--- src/rtl/alu_pkg.sv ---
// Shared ALU definitions: aluop encodings, sequencer status codes and FSM state encoding.
package alu_pkg;

  localparam logic [3:0] OpAdd       = 4'd0;
  localparam logic [3:0] OpSub       = 4'd1;
  localparam logic [3:0] OpMul       = 4'd2;
  localparam logic [3:0] OpDiv       = 4'd3;
  localparam logic [3:0] OpAnd       = 4'd4;
  localparam logic [3:0] OpOr        = 4'd5;
  localparam logic [3:0] OpXor       = 4'd6;
  localparam logic [3:0] OpClo       = 4'd7;
  localparam logic [3:0] OpClz       = 4'd8;
  localparam logic [3:0] OpSll       = 4'd9;
  localparam logic [3:0] OpSrl       = 4'd10;
  localparam logic [3:0] OpSra       = 4'd11;
  localparam logic [3:0] OpRot       = 4'd12;
  localparam logic [3:0] OpLastLegal = 4'd12;

  typedef enum logic [1:0] {
    StatusOk      = 2'd0,
    StatusIllegal = 2'd1,
    StatusTimeout = 2'd2
  } status_e;

  typedef enum logic [2:0] {
    StIdle    = 3'd0,
    StIssue   = 3'd1,
    StWait    = 3'd2,
    StResp    = 3'd3,
    StRelease = 3'd4
  } seq_state_e;

endpackage

--- src/rtl/alu_op_sequencer.sv ---
// Holds one ALU command stable on the ALU, waits for done (after a settle window that masks a
// stale done), and returns the result on a valid/ready response channel.
module alu_op_sequencer
  import alu_pkg::*;
#(
  parameter int unsigned SETTLE_CYCLES  = 2,
  parameter int unsigned TIMEOUT_CYCLES = 64
) (
  input  logic        clk_i,
  input  logic        rst_i,
  input  logic        cmd_valid_i,
  output logic        cmd_ready_o,
  input  logic [3:0]  cmd_aluop_i,
  input  logic [31:0] cmd_a_i,
  input  logic [31:0] cmd_b_i,
  input  logic        cmd_inverted_i,
  input  logic        cmd_inc_i,
  output logic [3:0]  alu_aluop_o,
  output logic [31:0] alu_a_o,
  output logic [31:0] alu_b_o,
  output logic        alu_output_inverted_o,
  output logic        alu_output_inc_o,
  input  logic        alu_done_i,
  input  logic [31:0] alu_res_high_i,
  input  logic [31:0] alu_res_low_i,
  output logic        rsp_valid_o,
  input  logic        rsp_ready_i,
  output logic [31:0] rsp_high_o,
  output logic [31:0] rsp_low_o,
  output logic [1:0]  rsp_status_o
);

  localparam int unsigned CntW = $clog2(TIMEOUT_CYCLES + 1);
  localparam logic [CntW-1:0] SettleLast = CntW'(SETTLE_CYCLES - 1);
  localparam logic [CntW-1:0] TimeoutCnt = CntW'(TIMEOUT_CYCLES);

  seq_state_e      state_q, state_d;
  logic [CntW-1:0] cnt_q, cnt_d;
  logic [3:0]      alu_op_q, alu_op_d;
  logic [31:0]     alu_a_q, alu_a_d;
  logic [31:0]     alu_b_q, alu_b_d;
  logic            alu_inv_q, alu_inv_d;
  logic            alu_inc_q, alu_inc_d;
  logic [31:0]     rsp_high_q, rsp_high_d;
  logic [31:0]     rsp_low_q, rsp_low_d;
  status_e         status_q, status_d;

  always_ff @(posedge clk_i) begin
    if (rst_i) begin
      state_q    <= StIdle;
      cnt_q      <= '0;
      alu_op_q   <= '0;
      alu_a_q    <= '0;
      alu_b_q    <= '0;
      alu_inv_q  <= 1'b0;
      alu_inc_q  <= 1'b0;
      rsp_high_q <= '0;
      rsp_low_q  <= '0;
      status_q   <= StatusOk;
    end else begin
      state_q    <= state_d;
      cnt_q      <= cnt_d;
      alu_op_q   <= alu_op_d;
      alu_a_q    <= alu_a_d;
      alu_b_q    <= alu_b_d;
      alu_inv_q  <= alu_inv_d;
      alu_inc_q  <= alu_inc_d;
      rsp_high_q <= rsp_high_d;
      rsp_low_q  <= rsp_low_d;
      status_q   <= status_d;
    end
  end

  always_comb begin
    state_d    = state_q;
    cnt_d      = cnt_q;
    alu_op_d   = alu_op_q;
    alu_a_d    = alu_a_q;
    alu_b_d    = alu_b_q;
    alu_inv_d  = alu_inv_q;
    alu_inc_d  = alu_inc_q;
    rsp_high_d = rsp_high_q;
    rsp_low_d  = rsp_low_q;
    status_d   = status_q;

    unique case (state_q)
      StIdle: begin
        if (cmd_valid_i) begin
          if (cmd_aluop_i <= OpLastLegal) begin
            alu_op_d  = cmd_aluop_i;
            alu_a_d   = cmd_a_i;
            alu_b_d   = cmd_b_i;
            alu_inv_d = cmd_inverted_i;
            alu_inc_d = cmd_inc_i;
            cnt_d     = '0;
            state_d   = StIssue;
          end else begin
            status_d   = StatusIllegal;
            rsp_high_d = '0;
            rsp_low_d  = '0;
            state_d    = StResp;
          end
        end
      end
      StIssue: begin
        // done is not looked at here; it may still belong to the previous operation
        if (cnt_q == SettleLast) begin
          cnt_d   = '0;
          state_d = StWait;
        end else begin
          cnt_d = cnt_q + 1'b1;
        end
      end
      StWait: begin
        if (alu_done_i) begin
          rsp_high_d = alu_res_high_i;
          rsp_low_d  = alu_res_low_i;
          status_d   = StatusOk;
          cnt_d      = '0;
          state_d    = StResp;
        end else if (cnt_q == TimeoutCnt) begin
          rsp_high_d = '0;
          rsp_low_d  = '0;
          status_d   = StatusTimeout;
          cnt_d      = '0;
          state_d    = StResp;
        end else begin
          cnt_d = cnt_q + 1'b1;
        end
      end
      StResp: begin
        if (rsp_ready_i) begin
          // Zeroing the inputs lets the ALU see a change, so an identical next op restarts
          alu_op_d  = '0;
          alu_a_d   = '0;
          alu_b_d   = '0;
          alu_inv_d = 1'b0;
          alu_inc_d = 1'b0;
          state_d   = StRelease;
        end
      end
      StRelease: begin
        state_d = StIdle;
      end
      default: begin
        state_d = StIdle;
      end
    endcase
  end

  assign cmd_ready_o           = (state_q == StIdle) && !rst_i;
  assign rsp_valid_o           = (state_q == StResp);
  assign rsp_high_o            = rsp_high_q;
  assign rsp_low_o             = rsp_low_q;
  assign rsp_status_o          = status_q;
  assign alu_aluop_o           = alu_op_q;
  assign alu_a_o               = alu_a_q;
  assign alu_b_o               = alu_b_q;
  assign alu_output_inverted_o = alu_inv_q;
  assign alu_output_inc_o      = alu_inc_q;

endmodule
--- config.mk ---
export PLATFORM = sky130hd
export DESIGN_NAME = alu_op_sequencer
export DESIGN_NICKNAME = d
export VERILOG_FILES = /design/src/rtl/alu_pkg.sv /design/src/rtl/alu_op_sequencer.sv
export SDC_FILE = /design/constraint.sdc
export NUM_CORES = 1
export LEC_CHECK = 0
export BUFFER_PORTS_ARGS = -buffer_cell sky130_fd_sc_hd__buf_2
export CELL_PAD_IN_SITES_DETAIL_PLACEMENT = 1
export CELL_PAD_IN_SITES_GLOBAL_PLACEMENT = 1
export CORE_ASPECT_RATIO = 1.25
export CORE_MARGIN = 10
export CORE_UTILIZATION = 34
export CTS_CLUSTER_SIZE = 24
export DETAILED_ROUTE_END_ITERATION = 12
export HOLD_SLACK_MARGIN = 0.1
export MAX_ROUTING_LAYER = met4
export PLACE_DENSITY = 0.93
export SYNTH_ARGS = -nofsm -noshare
export SYNTH_HDL_FRONTEND = slang
export SYNTH_SLANG_ARGS = --single-unit
--- constraint.sdc ---
create_clock -name clk_i -period 4.5 [get_ports clk_i]
set_input_delay 0.225 -clock clk_i [delete_from_list [all_inputs] [get_ports clk_i]]
set_output_delay 0.225 -clock clk_i [all_outputs]
set_load 0.01 [all_outputs]
==> metrics.cfg, run 1 <==
[placed_design]
io_buffer_count = 276
placed_cells = 967
gp_congestion = 0.834
placed_instance_area_um2 = 6630
dpl_worst_slack_ns = 2.03
dp_hpwl_um = 15200

[cells_and_area]
post-route-cell-area_um2 = 8640
stdcell_count = 1139
utilization_pct = 58.0
layout.nets = 1081
flow.area_growth_from_synthesis_pct = 68.5
drive_gt1_share_pct = 34.1

[grt]
grt.overflow.total = 0
grt_first_pass_wirelength_um = 41200
largest_net_degree_at_the_start_of_global_routing = 66
number_of_global_route_vias_before_repair = 6752
groute.usage.overall_pct = 27.2
antenna_found_initial = 4

[timing]
whs_ns = 0.184
unrepaired_setup_endpoints_after_global_routing = false
timing_worst_slew_pin_value_ns = 1.02
finalHoldViolations = 0
setup-violations-final = 0
timing.final.ws_setup_ns = 1.70
skew_ns = 0.0104
final_period_minus_worst_setup_slack_ns = 2.80
maxClockFrequency_ghz = 0.357
tns_ns = 0
layout_worst_path_cycle_share_pct = 62.2
timing_max_transition_violations_final = 0
worst_slew_margin_rel_pct = 32.0

[detailed_routing]
avgRoutedWirePerCell_um = 24.6
drc_errors = 0
drt_pre_antenna_iters = 4
dr_total_vias = 6157
drt_iter0_drc = 471
detail_route.wirelength_um = 28000
drt-vias-per-instance = 5.41
postRouteAntennaNets = 0

[cts]
worstSkewPairLatency_ns = 0.42
clock-sinks = 146
ctsHtreeMaxLevel = 4
numCtsBuffers = 17
cts_max_path_buffers = 2
root_buffer = sky130_fd_sc_hd__clkbuf_16
clk_transition_reported_paths_ns = 0.06
tritoncts_clock_tree = built
cts_resizes = 0

[worst_setup_path]
critical_path.slowest_cell = sky130_fd_sc_hd__nor2_4
timing.setup.critical_path_class = in2reg
r2r.worst_path.cells = 6
setup.worst_path.start_class = primary input
timing.critical_path.to_type = register
timing.critical_path.arrival_ns = 3.12
ordered_cell_list_for_the_critical_path = dlygate4sd3_1 > buf_2 > o211ai_1 > a32oi_1 > nor2_4 > buf_4 > nand3_1 > o21ai_0
regToRegSetupSlack_ns = 1.85
critical_path.reg2reg.startpoint = state_q[0]$_SDFFE_PP0P_
cp_top_family = buffers and inverters
cp-startpoint = cmd_aluop_i[1]
critical_path_depth = 8
largest_driver_fanout_on_the_critical_path = 50
worst_ep_required_time_ns = 4.82
cp.buffers_inverters = 3
cp_slowest_stage_delay_ns = 0.79

[yosys]
ys_seq_elements = 146
average_footprint_of_a_synthesized_cell_um2 = 9.34
postSynthCellCount = 549
yosysSeqAreaShare_pct = 57.0
syn-num-nets = 691
synth_flop_cell = sky130_fd_sc_hd__dfxtp_1
postSynth.asyncResetShare_pct = 0
synth.yosys.warnings = 0
synth_edf_count = 0
synthDistinctLibCells = 34
synth.cell_area_um2 = 5130

[floorplanning]
placement_rows = 50
design.portCount = 277
die_width_um = 130
start_util_pct = 34.4
core_area_um2 = 14900
design.die.area_um2 = 20400
die_height_um = 157

[power]
cell_internal_power_mw = 2.58
power_density_nw_per_um2 = 411
net_sw_share_pct = 27.4
max-vdd-ir-drop_uv = 234
post-layout-total-power_mw = 3.55
p_clk_share_pct = 44.2
pwr-share-seq_pct = 40.3
combinationalPowerShare_pct = 15.6
total_switching_power_mw = 0.975
power.static_leakage_nw = 3.98

[status]
run_status = complete, no violations

[min_path]
worst_hold_startpoint = rst_i
hp-class = in2reg
holdPathStages = 2

[run]
max_cap_viol_count = 0

## metal layers
metal	track usage, %	wire, µm	vias up
li1	-	-	2747
met1	25.7	9750	2982
met3	7.67	1980	113
met2	47.5	14600	315
met4	17.5	1740	0
met5	-	0	-
## registers in the layout, indices dropped and copies added, names as in the netlist
signal	cells
rsp_high_o	32
state_q	3
alu_output_inc_o	1
alu_b_o	32
alu_output_inverted_o	1
alu_a_o	32
rsp_low_o	32
cnt_q	7
rsp_status_o	2
alu_aluop_o	4
## path summary, 6_finish.rpt
check                                   to
setup / recovery  alu_b_o[27]$_SDFFE_PP0P_
hold / removal       cnt_q[1]$_SDFFE_PP0P_
setup reg to reg  alu_b_o[27]$_SDFFE_PP0P_
hold reg to reg    alu_a_o[7]$_SDFFE_PP0P_
## logic make-up after synthesis
| logic type | after synthesis | synth area share [%] |
|---|---|---|
| compound gates | 166 | 21.9 |
| fa+ha+maj | 3 | 0.732 |
| buf+inv | 55 | 4.25 |
| flops | 146 | 57.0 |
| simple gates | 179 | 16.2 |
## cells in the mapped netlist, drive strengths merged (3+ instances only)
cell,instances,area [µm²]
a21oi,9,45.0
a22o,64,561
buf,12,56.3
clkbuf,34,128
dfxtp,146,2920
ha,3,37.5
inv,9,33.8
nand2,77,289
nand3,75,375
nor2,9,33.8
nor3,4,20.0
nor4,4,40.0
o21ai,78,390
or3,3,18.8
## power groups by stage
stage	sequential (mW)	combinational, mW	clock, mW
finish	1.43	0.553	1.57
global route	1.44	0.595	1.65
CTS	1.42	0.526	1.57
detailed placement	1.45	0.423	0
global placement	1.44	0.410	0
floorplan	1.48	0.185	0
## repair_timing
action / 4_1_cts / 5_1_grt
setup buffers: 0 / 0
hold endpoints to repair: 135 / 0
hold buffers: 135 / 0
## cell usage in the layout, fill, tap and decap left out, types with 4 or more instances in the layout
cell type and n:
sky130_fd_sc_hd__clkbuf_16 17, sky130_fd_sc_hd__inv_1 8, sky130_fd_sc_hd__nor2_1 6, sky130_fd_sc_hd__a22o_1 64
sky130_fd_sc_hd__bufinv_16 4, sky130_fd_sc_hd__diode_2 5, sky130_fd_sc_hd__dlygate4sd3_1 135, sky130_fd_sc_hd__nand3_1 75
sky130_fd_sc_hd__buf_2 276, sky130_fd_sc_hd__a21oi_1 9, sky130_fd_sc_hd__buf_4 6, sky130_fd_sc_hd__dfxtp_1 146
sky130_fd_sc_hd__nor3_1 4, sky130_fd_sc_hd__o21ai_0 78, sky130_fd_sc_hd__nand2_1 77
## area by class of cell
type | count | area (µm²)
flip-flops and latches | 146 | 2920
inverters | 9 | 33.8
multi-input cells | 348 | 2010
diodes | 5 | 12.5
fillers | 1708 | 6250
well taps | 182 | 228
clock buffers | 19 | 453
clock inverters | 13 | 198
repair buffers | 417 | 2780
## worst reg2reg max path, stage by stage (launching register included)
cell and delay [ns]:
sky130_fd_sc_hd__dfxtp_1 0.52, sky130_fd_sc_hd__and2_2 0.23, sky130_fd_sc_hd__a32oi_1 0.08, sky130_fd_sc_hd__nor2_4 0.79, sky130_fd_sc_hd__buf_4 0.56, sky130_fd_sc_hd__nand3_1 0.23, sky130_fd_sc_hd__o21ai_0 0.16
Power figures use the tool's default switching activity.
==> run 2: changes to the inputs <==
Settings changed: CORE_UTILIZATION 34 to 31, PLACE_DENSITY 0.93 to 0.86.
Clock period 4.5 ns to 2.9 ns, I/O delays scaled along.
==> run 2 against run 1 <==
Effect of this change: cell count up 4.0%; power up 48%; combinational power is 60% higher; hold slack better by 0.031 ns; global-route usage shrank 3.6 points; sequential cell count did not move; cell area increased by 1.1%; critical path depth decreased by 1; routed wire length is 6.6% lower; non-clock buffer count is 7 higher; critical endpoint is now rsp_high_o[6]$_SDFFE_PP0P_.
==> metrics.cfg, run 2 (synthesis results as in run 1) <==
[cells_and_area]
stdcell_count = 1184
flow.area_growth_from_synthesis_pct = 70.3
fill_count = 1909
layout.nets = 1088
most-common-layout-cells = 276 x sky130_fd_sc_hd__buf_2, 146 x sky130_fd_sc_hd__dfxtp_1, 137 x sky130_fd_sc_hd__dlygate4sd3_1
area.sequential_um2 = 2920
multi_input_area_um2 = 2010
final_common_cell = sky130_fd_sc_hd__buf_2
drive_gt1_share_pct = 34.4

[worst_setup_path]
ordered_cell_list_for_the_critical_path = inv_1 > ha_1 > a311oi_1 > nor4_1 > nor2_4 > buf_4 > a22o_1
regToRegSetupSlack_ns = 0.51
timing.setup.critical_path_class = reg2reg
cp_slowest_stage_delay_ns = 0.57
reg2reg_to = rsp_high_o[6]$_SDFFE_PP0P_
largest_driver_fanout_on_the_critical_path = 65
critical_path.slowest_cell = sky130_fd_sc_hd__buf_4
critical_path.reg2reg.startpoint = cnt_q[0]$_SDFFE_PP0P_
cp.buffers_inverters = 2
timing.critical_path.to_type = register
worst_ep_required_time_ns = 3.25
setup.worst_path.start_class = register
r2r.worst_path.cells = 7
cp_top_family = compound AO/OA/AOI/OAI gates
timing.critical_path.arrival_ns = 2.74

[power]
pwr-share-seq_pct = 42.0
total_switching_power_mw = 1.53
max-vdd-ir-drop_uv = 293
power.static_leakage_nw = 4.00
cell_internal_power_mw = 3.74
combinationalPowerShare_pct = 16.8
p_clk_share_pct = 41.2
power_density_nw_per_um2 = 603
net_sw_share_pct = 29.1

[cts]
root_buffer = sky130_fd_sc_hd__clkbuf_16
numCtsBuffers = 17
cts_max_path_buffers = 2
clk_transition_reported_paths_ns = 0.07
clock-sinks = 146
worstSkewPairLatency_ns = 0.42
postCtsSetupRepairBufs = 0
tritoncts_clock_tree = built
ctsHtreeMaxLevel = 4

[timing]
setup-violations-final = 0
finalHoldViolations = 0
maxClockFrequency_ghz = 0.418
tns_ns = 0
unrepaired_setup_endpoints_after_global_routing = false
layout_worst_path_cycle_share_pct = 82.4
final_period_minus_worst_setup_slack_ns = 2.39
timing.final.ws_setup_ns = 0.510
timing_max_transition_violations_final = 0
timing_worst_slew_pin_value_ns = 0.723
worst_slew_margin_rel_pct = 51.8
skew_ns = 0.0113

[grt]
grt.overflow.total = 0
groute.usage.overall_pct = 23.6
grt_first_pass_wirelength_um = 39100
largest_net_degree_at_the_start_of_global_routing = 71
number_of_global_route_vias_before_repair = 6621
antenna_found_initial = 9

[placed_design]
dpl_worst_slack_ns = 0.622
dp_hpwl_um = 14700
placed_cells = 1006
gp_congestion = 0.816
io_buffer_count = 276

[floorplanning]
start_util_pct = 31.6
design.die.area_um2 = 22100
placement_rows = 52
die_width_um = 135
design.portCount = 277
die_height_um = 164
core_area_um2 = 16200

[min_path]
hp-class = in2reg
worst_hold_startpoint = cmd_valid_i
holdPathStages = 5
worst_hold_path.endpoint = state_q[1]$_SDFFE_PP0P_

[detailed_routing]
drt-vias-per-instance = 5.05
drc_errors = 0
detail_route.wirelength_um = 26200
drt_iter0_drc = 312
avgRoutedWirePerCell_um = 22.1
drt_pre_antenna_iters = 4
postRouteAntennaNets = 0
dr_total_vias = 5974

[run]
max_cap_viol_count = 0

[status]
run_status = complete, no violations

[run 2: cell count changes in the layout (fill, tap and decap cells not counted), sizes merged, moves of 2 or more]
cell | before | now
diode | 5 | 9
dlygate4sd3 | 135 | 137
clkbuf | 19 | 17
bufinv | 4 | 1
inv | 13 | 17
buf | 282 | 287
[run 2: how the worst max path moves through the flow]
stage / start / to / slack, ns / cells past startpoint
2_1_floorplan: state_q[2]$_SDFFE_PP0P_ / cnt_q[3]$_SDFFE_PP0P_ / 1.03 / 6
3_3_place_gp: cnt_q[4]$_SDFFE_PP0P_ / rsp_low_o[17]$_SDFFE_PP0P_ / 0.65 / 6
3_5_place_dp: cnt_q[0]$_SDFFE_PP0P_ / rsp_low_o[9]$_SDFFE_PP0P_ / 0.62 / 7
4_1_cts: cnt_q[0]$_SDFFE_PP0P_ / rsp_low_o[29]$_SDFFE_PP0P_ / 0.61 / 7
5_1_grt: cnt_q[0]$_SDFFE_PP0P_ / rsp_high_o[6]$_SDFFE_PP0P_ / 0.34 / 7
6_report: cnt_q[0]$_SDFFE_PP0P_ / rsp_high_o[6]$_SDFFE_PP0P_ / 0.51 / 7
[run 2: timing repair]
action / 4_1_cts / 5_1_grt
hold buffers: 137 / 0
hold endpoints to repair: 137 / 0
gates resized for setup: 0 / 0
[run 2: power groups by stage]
stage          clock network, mW  registers [mW]  logic (mW)
6_report                    2.17            2.21       0.886
5_1_grt                     2.32            2.23       0.957
4_1_cts                     2.21            2.20       0.854
3_5_place_dp                   0            2.25       0.698
3_3_place_gp                   0            2.24       0.680
2_1_floorplan                  0            2.29       0.286
[run 2: layout make-up]
type / count / share of cell area [%]
repair buffers: 424 / 33.2
clock buffers: 17 / 4.87
inverters: 9 / 0.387
flip-flops and latches: 146 / 33.5
well taps: 216 / 3.09
diodes: 9 / 0.258
multi-input cells: 348 / 23.1
clock inverters: 15 / 1.68
[run 2: worst register-to-register path, cell delays in order, from the launching register on]
cell,delay (ns)
sky130_fd_sc_hd__dfxtp_1,0.42
sky130_fd_sc_hd__inv_1,0.07
sky130_fd_sc_hd__ha_1,0.24
sky130_fd_sc_hd__a311oi_1,0.44
sky130_fd_sc_hd__nor4_1,0.15
sky130_fd_sc_hd__nor2_4,0.10
sky130_fd_sc_hd__buf_4,0.57
sky130_fd_sc_hd__a22o_1,0.35
[run 2: metrics by stage]
step | utilization (%) | hold WS (ns) | power [mW] | instance area, µm²
floorplan | - | 0.270 | 2.58 | 5130
global placement | 41.8 | 0.354 | 2.92 | 6770
detailed placement | 41.8 | 0.359 | 2.94 | 6770
CTS | 53.8 | 0.208 | 5.27 | 8710
global route | 53.9 | 0.301 | 5.50 | 8730
finish | 53.9 | 0.215 | 5.27 | 8730
[run 2: routing by layer]
metal | track usage, % | up-vias | routed length, µm
li1 | - | 2771 | -
met1 | 22.2 | 2902 | 9180
met2 | 42.2 | 234 | 14300
met3 | 6.14 | 67 | 1480
met4 | 14.5 | 0 | 1220
met5 | - | - | 0
